File: config.mk
export PLATFORM = sky130hd
export DESIGN_NAME = pn_gen_param
export DESIGN_NICKNAME = d
export VERILOG_FILES = /design/src/rtl/pn_gen_pkg.sv /design/src/rtl/pn_lfsr_core.sv /design/src/rtl/pn_gen_param.sv
export SDC_FILE = /design/constraint.sdc
export NUM_CORES = 1
export LEC_CHECK = 0
export ABC_AREA = 0
export ABC_CLOCK_PERIOD_IN_PS = 2300
export CAP_MARGIN = 20
export CORE_AREA = 2 2 55 57
export CTS_CLUSTER_DIAMETER = 30
export CTS_CLUSTER_SIZE = 12
export DETAILED_ROUTE_END_ITERATION = 8
export DIE_AREA = 0 0 57 59
export GPL_TIMING_DRIVEN = 0
export HOLD_SLACK_MARGIN = 0.02
export PLACE_DENSITY = 0.76
export SYNTH_ARGS = -nofsm -noshare
export SYNTH_HDL_FRONTEND = slang
export SYNTH_HIERARCHICAL = 1
export SYNTH_SLANG_ARGS = --single-unit
File: constraint.sdc
create_clock -name clk -period 2.3 [get_ports clk]
set_clock_uncertainty 0.2 [all_clocks]
set_input_delay 0.23 -clock clk [delete_from_list [all_inputs] [get_ports clk]]
set_output_delay 0.23 -clock clk [all_outputs]
set_load 0.01 [all_outputs]
File: src/rtl/pn_gen_pkg.sv
// Shared state type and maximal-length default feedback masks for the PN generator.
package pn_gen_pkg;

    typedef enum logic {IDLE = 1'b0, RUN = 1'b1} pn_state_e;

    localparam int PN_MIN_W = 3;
    localparam int PN_MAX_W = 16;

    // Fibonacci masks: bit k set means stage k feeds the XOR (x^7+x^6+1 -> 'h60).
    function automatic logic [PN_MAX_W-1:0] pn_default_taps(input int w);
        case (w)
            3:       return 16'h0006;
            4:       return 16'h000C;
            5:       return 16'h0014;
            6:       return 16'h0030;
            7:       return 16'h0060;
            8:       return 16'h00B8;
            9:       return 16'h0110;
            10:      return 16'h0240;
            11:      return 16'h0500;
            12:      return 16'h0829;
            13:      return 16'h100D;
            14:      return 16'h2015;
            15:      return 16'h6000;
            16:      return 16'hD008;
            default: return 16'h0000;
        endcase
    endfunction

endpackage

File: src/rtl/pn_lfsr_core.sv
// One Fibonacci LFSR: captures seed/taps on load, shifts left on adv.
// Reports its MSB and whether the current state equals the captured seed.
module pn_lfsr_core #(
    parameter int             W        = 7,
    parameter logic [W-1:0]   RST_SEED = '1,
    parameter logic [W-1:0]   RST_TAPS = '1
) (
    input  logic         clk,
    input  logic         rst_n,
    input  logic         load,
    input  logic         adv,
    input  logic [W-1:0] seed,
    input  logic [W-1:0] taps,
    output logic         msb,
    output logic         at_seed
);

    logic [W-1:0] lfsr;
    logic [W-1:0] taps_reg;
    logic [W-1:0] seed_reg;

    always_ff @(posedge clk or negedge rst_n) begin
        if (!rst_n) begin
            lfsr     <= RST_SEED;
            taps_reg <= RST_TAPS;
            seed_reg <= RST_SEED;
        end else if (load) begin
            lfsr     <= seed;
            taps_reg <= taps;
            seed_reg <= seed;
        end else if (adv) begin
            lfsr <= {lfsr[W-2:0], ^(lfsr & taps_reg)};
        end
    end

    assign msb     = lfsr[W-1];
    assign at_seed = (lfsr == seed_reg);

endmodule

File: src/rtl/pn_gen_param.sv
// PN chip generator: Fibonacci LFSR behind a chip-rate divider, with epoch marker.
// Define PN_GOLD_CODE_EN to add seed2/taps2 and a second LFSR for gold-code chips.
module pn_gen_param
    import pn_gen_pkg::*;
#(
    parameter int                LFSR_W       = 7,
    parameter int                CHIP_DIV     = 1,
    parameter logic [LFSR_W-1:0] DEFAULT_TAPS = LFSR_W'(pn_default_taps(LFSR_W)),
    parameter logic [LFSR_W-1:0] DEFAULT_SEED = '1
) (
    input  logic              clk,
    input  logic              rst_n,
    input  logic              en,
    input  logic              load,
    input  logic [LFSR_W-1:0] seed,
    input  logic [LFSR_W-1:0] taps,
`ifdef PN_GOLD_CODE_EN
    input  logic [LFSR_W-1:0] seed2,
    input  logic [LFSR_W-1:0] taps2,
`endif
    output logic              pn,
    output logic              pn_valid,
    output logic              epoch,
    output logic              seed_err
);

`ifdef PN_GOLD_CODE_EN
    localparam int NUM_LFSR = 2;
`else
    localparam int NUM_LFSR = 1;
`endif
    localparam int              CNT_W    = (CHIP_DIV > 1) ? $clog2(CHIP_DIV) : 1;
    localparam logic [CNT_W-1:0] CNT_LAST = CNT_W'(CHIP_DIV - 1);

    logic [NUM_LFSR-1:0][LFSR_W-1:0] seed_v;
    logic [NUM_LFSR-1:0][LFSR_W-1:0] taps_v;
    logic [NUM_LFSR-1:0]             seed_nz;
    logic [NUM_LFSR-1:0]             msb;
    logic [NUM_LFSR-1:0]             at_seed;

    pn_state_e        state;
    logic [CNT_W-1:0] cnt;
    logic             seed_ok;
    logic             accept;
    logic             step;
    logic             adv;

`ifdef PN_GOLD_CODE_EN
    assign seed_v = {seed2, seed};
    assign taps_v = {taps2, taps};
`else
    assign seed_v = seed;
    assign taps_v = taps;
`endif

    // Any load blocks stepping, so a rejected seed also freezes the divider.
    assign seed_ok = &seed_nz;
    assign accept  = load & seed_ok;
    assign step    = (state == RUN) & en & ~load;
    assign adv     = step & (cnt == CNT_LAST);

    for (genvar i = 0; i < NUM_LFSR; i++) begin : g_lfsr
        assign seed_nz[i] = |seed_v[i];

        pn_lfsr_core #(
            .W        (LFSR_W),
            .RST_SEED (DEFAULT_SEED),
            .RST_TAPS (DEFAULT_TAPS)
        ) u_core (
            .clk     (clk),
            .rst_n   (rst_n),
            .load    (accept),
            .adv     (adv),
            .seed    (seed_v[i]),
            .taps    (taps_v[i]),
            .msb     (msb[i]),
            .at_seed (at_seed[i])
        );
    end

    always_ff @(posedge clk or negedge rst_n) begin
        if (!rst_n) begin
            state    <= IDLE;
            cnt      <= '0;
            pn       <= 1'b0;
            pn_valid <= 1'b0;
            epoch    <= 1'b0;
            seed_err <= 1'b0;
        end else begin
            pn_valid <= adv;
            epoch    <= adv & (&at_seed);
            seed_err <= load & ~seed_ok;
            if (adv)
                pn <= ^msb;
            if (accept) begin
                state <= RUN;
                cnt   <= '0;
            end else if (step) begin
                cnt <= (cnt == CNT_LAST) ? '0 : cnt + CNT_W'(1);
            end
        end
    end

endmodule

==> impl_metrics.env <==
export IMPL_cp_required_ps=2340
export IMPL_drtIter0Drc=8
export IMPL_syn_to_final_growth_pct=25.9
export IMPL_hold_viol_final=0
export IMPL_drc=0
export IMPL_synthCells=103
export IMPL_setup_ws_ps=352
export IMPL_fin_area_um2=1530
export IMPL_diodes=0
export IMPL_synth_top_area_frac=0.347
export IMPL_clock_sinks=26
export IMPL_clock_path_buffers=2
export IMPL_cts_buffers=3
export IMPL_routabilityCongestion=0.788
export IMPL_cp_cell_sequence="clkdlybuf4s50_1 -> nor3_1 -> a21boi_0 -> clkbuf_2 -> clkbuf_1 -> nand2_1 -> o21ai_0"
export IMPL_synth_seq_cells=26
export IMPL_ant_nets=0
export IMPL_grt_overflow=0
export IMPL_dpl_cell_area_um2=1460
export IMPL_start_util=0.447
export IMPL_crit_type="in2reg"
export IMPL_finalCriticalPeriod_ps=1950
export IMPL_num_io_pins=22
export IMPL_min_path_type="in2async"
export IMPL_die_area_um2=3360
export IMPL_final_nets=148
export IMPL_rsz0062_at_grt="no"
export IMPL_worstSkewPairLatency_ps=320
export IMPL_worstPathMaxFanout=10
export IMPL_power_leakage_nw=0.638
export IMPL_numPortBuffers=21
export IMPL_vias=816
export IMPL_start_kind="input port"
export IMPL_ctsHoldBuffers=0
export IMPL_clkTransAtPathRegs_ps=140
export IMPL_async_flop_share=1.00
export IMPL_cts_tree="yes"
export IMPL_dp_slack_ps=-171
export IMPL_fmax_ghz=0.513
export IMPL_syn_area_um2=1210
export IMPL_ys_warn_count=6
export IMPL_worstMarginPinSlew_ps=691
export IMPL_synth_area_leaders="dfstp_2 (35%), dfrtp_1 (21%), mux2_2 (6.5%), o21ai_0 (5.4%), mux2i_1 (5.0%)"
export IMPL_setup_viol=0
export IMPL_antenna_found_initial=0
export IMPL_path_depth=7
export IMPL_rows=19
export IMPL_critical_path_top_delay_family="buffers and inverters"
export IMPL_period_share=0.847
export IMPL_r2r_end="g_lfsr[0].u_core/lfsr[0]"
export IMPL_multiInputGateArea_um2=497
export IMPL_regArea_um2=671
export IMPL_fillers=252
export IMPL_fin_setup_tns_ps=0
export IMPL_relSlewSlack=0.538
export IMPL_reg2reg_depth=4
export IMPL_slowest_stage="clkdlybuf4s50_1"
export IMPL_status="finished clean"
export IMPL_drt_vias_per_instance=5.10
export IMPL_firstDrtPassIters=4
export IMPL_avgSynthCellArea_um2=11.8
export IMPL_grt_use_total=0.148
export IMPL_synth_edff_count=0
export IMPL_critPathBufInv=3
export IMPL_yosysMostFrequentCell="dfstp_2"
export IMPL_core_area_um2=2710
export IMPL_critPathArrivalTime_ps=1990
export IMPL_drv_slew=0
export IMPL_cpPeakStageDelay_ps=520
export IMPL_synth_common_cells="dfstp_2 (16), nand2_1 (14), o21ai_0 (13)"
export IMPL_fp_dieW_um=57
export IMPL_vdd_drop_max_uv=454
export IMPL_grt_pass1_wl_um=3760
export IMPL_end_kind="flip-flop"
export IMPL_post_drt_wl_per_cell_um=13.9
export IMPL_synth_distinct_cells=24
export IMPL_final_util=0.563
export IMPL_maxCapViolCount=0
export IMPL_ys_seq_area_frac=0.553
export IMPL_grt_max_degree=27
export IMPL_worstReg2RegStart="g_lfsr[0].u_core/lfsr[2]"
export IMPL_root_buffer="clkbuf_4"
export IMPL_p_per_area_nw_per_um2=703
export IMPL_drive_above_1_share=0.271
export IMPL_syn_nets=121
export IMPL_rrSetupSlack_ps=400
export IMPL_routed_wl_um=2220
export IMPL_cts_setup_buffers=0
export IMPL_htree_levels=1
export IMPL_yosysTopAreaCell="dfstp_2"
export IMPL_ys_flop_type="dfstp_2"
export IMPL_grt_pass1_vias=865
export IMPL_die_y_um=59
## cell families after synthesis
logic type                share of synthesized area
DFF                                           0.553
and+or+nand+nor                               0.103
buffers and inverters                        0.0371
muxes                                         0.127
AOI/OAI and AO/OA                            0.0774
xor gates and xnor gates                      0.102
## timing repair
action,in CTS,in global routing
setup endpoints to repair,0,1
endpoints found under the hold margin,0,0
gates resized for setup,0,2
## worst max-delay path by stage
| stage | from | slack, ps | end |
|---|---|---|---|
| floorplan | g_lfsr[0].u_core/lfsr[2] | 500 | g_lfsr[0].u_core/lfsr[0] |
| global placement | seed[2] | -60 | g_lfsr[0].u_core/seed_reg[4] |
| detailed placement | seed[5] | -170 | g_lfsr[0].u_core/seed_reg[3] |
| CTS | seed[5] | 150 | g_lfsr[0].u_core/lfsr[3] |
| global route | seed[5] | 160 | g_lfsr[0].u_core/lfsr[1] |
| finish | seed[5] | 350 | g_lfsr[0].u_core/lfsr[3] |
## per-layer routing
metal  wire, um  vias up  global-route usage  share of wire
li1           -      402                   -              -
met1        956      397               0.186           0.43
met2       1190       15               0.264           0.54
met3         69        2              0.0197          0.031
met4          4        0              0.0498         0.0018
met5          0        -                   0              0
## stage by stage
step | hold slack [ps] | total power [mW] | cells
after floorplan | -266 | 0.687 | 103
final | 109 | 1.07 | 160
after CTS | 279 | 1.09 | 159
after global routing | 133 | 1.13 | 160
after global placement | 266 | 0.759 | 155
after detailed placement | 268 | 0.767 | 155
## layout make-up
cell class | count | area share
tap | 31 | 0.0254
sequential | 26 | 0.439
inverter | 8 | 0.0197
multi-input combinational | 65 | 0.325
clock buffer | 3 | 0.0148
clock inverter | 1 | 0.0197
buffer | 4 | 0.0107
timing repair buffer | 22 | 0.145
## where the power goes
group | total (mW) | switching [mW] | internal, mW
logic | 0.199 | 0.0781 | 0.120
registers | 0.561 | 0.0369 | 0.524
clock network | 0.314 | 0.137 | 0.176
## cell usage in the layout (no fill, tap or decap), drive strengths merged, types with 3 or more instances in the layout
cell type,n
clkbuf,7
mux2i,6
clkdlybuf4s50,21
dfstp,16
nor4,3
xnor2,6
xor2,3
nand2,14
mux2,8
dfrtp,10
o21ai,13
inv,8
Power figures use the tool's default switching activity.
